--- src/rtl/tetron_piece_controller.sv ---
// rtl/tetron_piece_controller.sv - falling-piece sequencer: spawn, move/rotate/drop queries, lock, game over
//
// Optional feature macro: TETRON_HARD_DROP_EN (adds input hard_drop; repeated drop checks until landing)
//
// Ports:
//   clk, rst                       clock, asynchronous active-high reset
//   start                          begin a game from IDLE or GAMEOVER
//   piece_type[2:0]                next piece (0..6 = I,O,T,S,Z,J,L; 7 treated as O)
//   move_left/move_right/rotate/drop_tick   single-cycle player/gravity requests
//   hard_drop                      (TETRON_HARD_DROP_EN only) drop until landed
//   shaper_active[6:0]             one-hot shaper enable
//   tetron_rotation[2:0]           candidate rotation to all shapers
//   cand_h/cand_v[4:0]             candidate position for the collision checker
//   piece_h/piece_v[4:0], piece_rot[2:0]   committed placement
//   chk_req / chk_ack / chk_collide        collision query handshake
//   lock_valid / lock_ack          landed-piece handoff to the board
//   busy                           high in every state except READY
//   game_over                      sticky game-over flag
module tetron_piece_controller #(
    parameter int BOARD_W = 10,
    parameter int SPAWN_H = 4
) (
    input  logic       clk,
    input  logic       rst,
    input  logic       start,
    input  logic [2:0] piece_type,
    input  logic       move_left,
    input  logic       move_right,
    input  logic       rotate,
    input  logic       drop_tick,
`ifdef TETRON_HARD_DROP_EN
    input  logic       hard_drop,
`endif
    output logic [6:0] shaper_active,
    output logic [2:0] tetron_rotation,
    output logic [4:0] cand_h,
    output logic [4:0] cand_v,
    output logic [4:0] piece_h,
    output logic [4:0] piece_v,
    output logic [2:0] piece_rot,
    output logic       chk_req,
    input  logic       chk_ack,
    input  logic       chk_collide,
    output logic       lock_valid,
    input  logic       lock_ack,
    output logic       busy,
    output logic       game_over
);

    // Keep the spawn column on the board even if the parameters disagree.
    localparam logic [4:0] SPAWN_COL = (SPAWN_H < BOARD_W) ? 5'(SPAWN_H) : 5'd0;

    typedef enum logic [2:0] {
        S_IDLE,
        S_SPAWN,
        S_SETTLE,
        S_CHECK,
        S_READY,
        S_LOCK,
        S_GAMEOVER
    } state_t;

    // What the pending query is for; decides the collision outcome.
    typedef enum logic [1:0] {
        K_SPAWN,
        K_DROP,
        K_MOVE
    } kind_t;

    state_t     state;
    kind_t      kind;
    logic [2:0] cand_rot;
    logic       reverting;   // SETTLE after a revert returns to READY without a query
    logic       hd_loop;     // hard drop in progress
    logic       hd_req;

    always_comb begin
`ifdef TETRON_HARD_DROP_EN
        hd_req = hard_drop;
`else
        hd_req = 1'b0;
`endif
    end

    assign tetron_rotation = cand_rot;

    function automatic logic [6:0] type_onehot(input logic [2:0] t);
        logic [2:0] idx;
        idx = (t == 3'd7) ? 3'd1 : t;
        return 7'b000_0001 << idx;
    endfunction

    always_ff @(posedge clk or posedge rst) begin
        if (rst) begin
            state         <= S_IDLE;
            kind          <= K_SPAWN;
            reverting     <= 1'b0;
            hd_loop       <= 1'b0;
            shaper_active <= 7'd0;
            cand_rot      <= 3'd0;
            cand_h        <= 5'd0;
            cand_v        <= 5'd0;
            piece_h       <= 5'd0;
            piece_v       <= 5'd0;
            piece_rot     <= 3'd0;
            chk_req       <= 1'b0;
            lock_valid    <= 1'b0;
            busy          <= 1'b1;
            game_over     <= 1'b0;
        end else begin
            case (state)
                S_IDLE: begin
                    if (start) begin
                        state <= S_SPAWN;
                    end
                end

                S_SPAWN: begin
                    shaper_active <= type_onehot(piece_type);
                    cand_h        <= SPAWN_COL;
                    cand_v        <= 5'd0;
                    cand_rot      <= 3'd0;
                    kind          <= K_SPAWN;
                    reverting     <= 1'b0;
                    hd_loop       <= 1'b0;
                    state         <= S_SETTLE;
                end

                S_SETTLE: begin
                    if (reverting) begin
                        reverting <= 1'b0;
                        busy      <= 1'b0;
                        state     <= S_READY;
                    end else begin
                        chk_req <= 1'b1;
                        state   <= S_CHECK;
                    end
                end

                S_CHECK: begin
                    if (chk_ack) begin
                        chk_req <= 1'b0;
                        if (!chk_collide) begin
                            piece_h   <= cand_h;
                            piece_v   <= cand_v;
                            piece_rot <= cand_rot;
                            if (hd_loop) begin
                                // Keep falling: next row goes straight to another query.
                                cand_v <= cand_v + 5'd1;
                                state  <= S_SETTLE;
                            end else begin
                                busy  <= 1'b0;
                                state <= S_READY;
                            end
                        end else begin
                            case (kind)
                                K_SPAWN: begin
                                    game_over     <= 1'b1;
                                    shaper_active <= 7'd0;
                                    state         <= S_GAMEOVER;
                                end
                                K_DROP: begin
                                    hd_loop    <= 1'b0;
                                    lock_valid <= 1'b1;
                                    state      <= S_LOCK;
                                end
                                default: begin
                                    cand_h    <= piece_h;
                                    cand_v    <= piece_v;
                                    cand_rot  <= piece_rot;
                                    reverting <= 1'b1;
                                    state     <= S_SETTLE;
                                end
                            endcase
                        end
                    end
                end

                S_READY: begin
                    // Candidate equals committed here; one request wins, the rest are dropped.
                    if (hd_req) begin
                        cand_v  <= cand_v + 5'd1;
                        kind    <= K_DROP;
                        hd_loop <= 1'b1;
                        busy    <= 1'b1;
                        state   <= S_SETTLE;
                    end else if (drop_tick) begin
                        cand_v <= cand_v + 5'd1;
                        kind   <= K_DROP;
                        busy   <= 1'b1;
                        state  <= S_SETTLE;
                    end else if (rotate) begin
                        cand_rot <= {1'b0, cand_rot[1:0] + 2'd1};
                        kind     <= K_MOVE;
                        busy     <= 1'b1;
                        state    <= S_SETTLE;
                    end else if (move_left) begin
                        // Left at column 0 is swallowed without a query.
                        if (cand_h != 5'd0) begin
                            cand_h <= cand_h - 5'd1;
                            kind   <= K_MOVE;
                            busy   <= 1'b1;
                            state  <= S_SETTLE;
                        end
                    end else if (move_right) begin
                        cand_h <= cand_h + 5'd1;
                        kind   <= K_MOVE;
                        busy   <= 1'b1;
                        state  <= S_SETTLE;
                    end
                end

                S_LOCK: begin
                    if (lock_ack) begin
                        lock_valid <= 1'b0;
                        state      <= S_SPAWN;
                    end
                end

                S_GAMEOVER: begin
                    if (start) begin
                        game_over <= 1'b0;
                        state     <= S_SPAWN;
                    end
                end

                default: begin
                    state <= S_IDLE;
                end
            endcase
        end
    end

endmodule
--- config.mk ---
export PLATFORM = sky130hd
export DESIGN_NAME = tetron_piece_controller
export DESIGN_NICKNAME = d
export VERILOG_FILES = /design/src/rtl/tetron_piece_controller.sv
export SDC_FILE = /design/constraint.sdc
export NUM_CORES = 1
export LEC_CHECK = 0
export ABC_AREA = 1
export CAP_MARGIN = 20
export CORE_MARGIN = 2
export CORE_UTILIZATION = 40
export DETAILED_ROUTE_END_ITERATION = 10
export GPL_ROUTABILITY_DRIVEN = 0
export PLACE_DENSITY = 0.66
export SYNTH_ARGS = -nofsm -noshare
export SYNTH_HDL_FRONTEND = slang
export SYNTH_SLANG_ARGS = --single-unit
--- constraint.sdc ---
create_clock -name clk -period 2.3 [get_ports clk]
set_input_delay 0.46 -clock clk [delete_from_list [all_inputs] [get_ports clk]]
set_output_delay 0.46 -clock clk [all_outputs]
set_load 0.02 [all_outputs]
Yosys cells after proc, flatten, opt, wreduce, memory -nomap -nowiden --
Index checks and enable logic that the tools add are counted. Widths: inputs -> output; s select.
Operators by class: order comparisons 0, reduce and logical (&&, ||, !) cells 27, $mul 0, divide/modulo/power cells 0, bitwise operators 1, equality and inequality tests 30, shift operators 1, multiplexer cells 76, $add $sub $neg 4
Operator list (number):
- $mux 5 | 13
- $mux 3 | 17
- $ne 2x2->1 const B | 15
- $pmux 5 s3 | 2
- $mux 1 | 25
- $mux 7 | 3
- $reduce_and 5->1 | 4
- $pmux 3 s6 | 1
- $pmux 7 s2 | 1
- $eq 3x3->1 const B | 4
- $ne 3x3->1 const B | 4
- $reduce_and 4->1 | 3
- $reduce_bool 2->1 | 6
- $add 5x1->5 const B | 2
- $mux 2 | 5
- $ne 5x5->1 const B | 2
- $pmux 1 s2 | 5
- $pmux 3 s3 | 1
- $reduce_and 3->1 | 3
- $reduce_and 8->1 | 1
- $reduce_and 7->1 | 1
- $shl 1x3->7 const A | 1
- $eq 3x2->1 const B | 2
- $pmux 3 s2 | 1
- 14 further kinds | 17
Storage, ports and cells: latch bits 0, memory bits (read-only) 0, memories 0, word-level logic and storage cells 154, register bits after elaboration 44, input port bits 13, RAM bits 0

Depth between registers and ports, before layout --
depth in word-level cells 6, depth in mapped cells 11

Worst setup path after synthesis --
No wires, ideal clock.
path type flip-flop to flip-flop, start point register cand_h[0], end point register cand_h[4], stages on the path, launching flop included 10, period minus slack after synthesis 1.622 ns, arrival time 1.506 ns, path buffers 0, setup slack 0.678 ns, cell sequence dfrtp_1 inv_1 fa_1 nand3b_1 nand2_1 nand2_1 nand3_1 nand2_1 nand2_1 nand2_1
Between the ends: longest elaborated chain between the ends 6, elaborated cells on any way between the ends 11, those cells by class add/sub (2); eq/ne (1); mux (6); reduce/logical (2)
RTL lines:
- start, declared | RTL line 36 | output logic [4:0] cand_h,
- start signal, assigned | RTL line 168 | cand_h <= piece_h;
- start signal, assigned | RTL line 200 | cand_h <= cand_h - 5'd1;
- start signal, assigned | RTL line 206 | cand_h <= cand_h + 5'd1;
- $add 5x1->5 / $sub 5x1->5 (equally long branches) | RTL line 206, 200
- $mux 5, on equally long branches | RTL line 205, 199
- $mux 5 | RTL line 197 | end else if (move_left) begin
- $mux 5 | RTL line 192 | end else if (rotate) begin
- $mux 5 | RTL line 187 | end else if (drop_tick) begin
- $pmux 5 s3 | RTL line 111 | case (state)
Several ways; a longest one is shown, not always the timed one. The select of a mux whose other input is x is not followed. A chain may end at the register's enable or synchronous reset.

Worst setup path after layout --
start point register state[2], end point register shaper_active[2]
Between the ends: longest elaborated chain between the ends 3, elaborated cells on any way between the ends 8, those cells by class eq/ne (5); mux (1); reduce/logical (2)
RTL lines:
- start, declared | RTL line 70 | state_t state;
- start signal, assigned | RTL line 95 | state <= S_IDLE;
- start signal, assigned | RTL line 114 | state <= S_SPAWN;
- start signal, assigned | RTL line 126 | state <= S_SETTLE;
- $eq 3x2->1 / $eq 3x1->1 (equally long branches) | RTL line 111
- $ne 2x2->1 (no line) / $reduce_bool 2->1 (equally long branches)
- $reduce_and 4->1 (no line)
- end signal, assigned | RTL line 119 | shaper_active <= type_onehot(piece_type);
- end, declared | RTL line 34 | output logic [6:0] shaper_active,
Several ways; a longest one is shown, not always the timed one.

==> impl_metrics.ini <==
[clock_network]
cts_hold_buf = 0
postCtsSetupBuffers = 0
cts_tree = built
clock-root-buffer = clkbuf_8
clkLatencyLatePin_ns = 0.30
clk_pin_slew_ns = 0.08
cts_resized = 0
cts_made_buffers = 5
cts-htree-levels = 2
cts.sinks = 43
clock_path_buffers = 2

[detailed_routing]
via_per_inst = 5.03
drt_pass1_iterations = 5
route.met2.wl_mm = 2.74
drt-met1-wl_mm = 2.89
top_layer = met4
first_iter_violations = 160
drc = 0
routed-wl-met3_um = 326
wire_per_inst_um = 13.1
drtAntennaViolNets = 0
wirelength_mm = 6.01
via_count = 2309

[flow_run]
cap_violations = 0

[timing]
hold_viol_final = 0
worst_pin_slew_ns = 0.569
period_minus_slack_ns = 1.89
finalMaxSlewViolations = 0
slew_headroom_pct = 62.0
fin_crit_sh_pct = 82.3
fmax_ghz = 0.528
setup_tns_ns = 0
rsz0062_at_grt = no
skew_ns = 0.00975
setup_viol = 0

[floorplanning]
start_util_pct = 41.4
dieHeight_um = 82.6
io_pins = 50
core_mm2 = 0.00596
die_width_um = 82.6
rows = 28
die_area_mm2 = 0.00682

[cells_and_area]
layout.nets = 401
final_common_cell = nand2_1
layout-drive-gt1-share_pct = 9.64
diodes = 0
final_cell_mix = nand2_1, clkdlybuf4s50_1, dfrtp_1
flow.area_growth_from_synthesis_pct = 27.9

[yosys]
synth.distinct_cells = 28
ys_seq_area_share_pct = 43.6
yosysWarnings = 0
synth.ff_latch_count = 43
synth_fp_nets = 349
netlist_area_mm2 = 0.00247
avgSynthCellArea_um2 = 7.46
netlist_instances = 331

[pwr]
p_per_area_mw_per_mm2 = 1270
p_leak_nw = 1.50
ir_drop_mv = 0.639
power_mw = 4.01

[global_routing]
grt_usage_pct = 19.4
grt_overflow = 0
antenna_found_initial = 0
grt_start_max_net_pins = 44
grt_pass1_wl_mm = 10.0
grt_pass1_vias = 2206

[setup_path]
worstPathRequired_ns = 2.53
end_kind = register
cp_max_fo = 13
worstSetupPathType = reg -> reg
worst-r2r-cell-count = 7
startpoint_type = register
cp.arrival_ns = 2.12

[place]
io_buffers = 49
dp_hpwl_mm = 4.47

[hold_path]
hold_class = reg -> reg
min_path_cells = 2

[status]
status = completed
## layout make-up
cell class,instances,area (um2)
Multi-Input combinational cell,247,1210
Tap cell,75,93.8
Timing Repair Buffer,53,520
Sequential cell,43,1080
Clock buffer,6,72.6
Inverter,33,124
Clock inverter,2,60.1
Fill cell,608,2800
## power by group
part	switching [mW]	leakage (nW)	internal (mW)
registers	0.275	0.563	1.02
clock network	0.263	0.0654	0.434
logic	1.21	0.874	0.804
total	1.75	1.50	2.26
## metrics by stage
step | hold WS [ns] | setup WS [ns] | instances | utilization, % | instance area (um2)
2_1_floorplan | 0.487 | 0.678 | 331 | - | 2470
3_3_place_gp | 0.455 | 0.236 | 451 | 50.8 | 3020
3_5_place_dp | 0.466 | 0.196 | 451 | 50.8 | 3020
4_1_cts | 0.478 | 0.395 | 459 | 53.0 | 3160
5_1_grt | 0.501 | 0.249 | 459 | 53.0 | 3160
6_report | 0.474 | 0.408 | 459 | 53.0 | 3160
## routing by layer
layer  global-route usage, %  up-vias
li1                        -     1177
met5                       0        -
met2                    32.3       67
met1                    25.5     1059
met4                    4.75        0
met3                    4.46        6
## critical path: stages (launching register included)
cell and delay, ns:
dfrtp_1 0.64, nor2_4 0.16, buf_4 0.20, o21ai_1 0.11, nand2_2 0.12, nor2_2 0.37
nor2_1 0.10, a21oi_2 0.11
## registers in the layout, summed over array words and instances, names as in the netlist
signal           flops
busy                 1
cand_h               5
cand_v               5
chk_req              1
game_over            1
kind                 2
lock_valid           1
piece_h              5
piece_rot            3
piece_v              5
reverting            1
shaper_active        7
state                3
tetron_rotation      3
## path summary, 6_finish.rpt
kind | start | end | slack [ns]
max | state[2]$_DFFE_PP0P_ | shaper_active[2]$_DFFE_PP0P_ | 0.41
min | busy$_DFFE_PP1P_ | busy$_DFFE_PP1P_ | 0.47
max reg2reg | state[2]$_DFFE_PP0P_ | shaper_active[2]$_DFFE_PP0P_ | 0.41
min reg2reg | busy$_DFFE_PP1P_ | busy$_DFFE_PP1P_ | 0.47
max in group asynchronous | rst | busy$_DFFE_PP1P_ | 1.30
min in group asynchronous | rst | piece_h[1]$_DFFE_PP0P_ | 0.59
## cell families (layout without fill, tap and decap cells)
| logic type | count (synthesis) | after routing | synth area share (%) |
|---|---|---|---|
| xor gates and xnor gates | 4 | 4 | 1.42 |
| and+or+nand+nor | 187 | 187 | 33.0 |
| DFF | 43 | 43 | 43.6 |
| buffers and inverters | 41 | 94 | 7.40 |
| adders and majority gates | 5 | 5 | 2.84 |
| AOI/OAI and AO/OA | 51 | 51 | 11.7 |
## synth_stat cells (all sizes together)
cell type / count / area (um2)
a21oi: 12 / 75.1
a31oi: 1 / 6.26
buf: 8 / 58.8
dfrtp: 42 / 1050
dfstp: 1 / 26.3
fa: 1 / 20.0
ha: 4 / 50.1
inv: 33 / 124
nand2: 113 / 447
nand3: 31 / 155
nand3b: 2 / 15.0
nand4: 4 / 25.0
nor2: 33 / 154
nor3: 4 / 20.0
o21ai: 37 / 200
o22ai: 1 / 6.26
xnor2: 2 / 17.5
xor2: 2 / 17.5
Note: power is estimated with default switching activity, not from simulation.
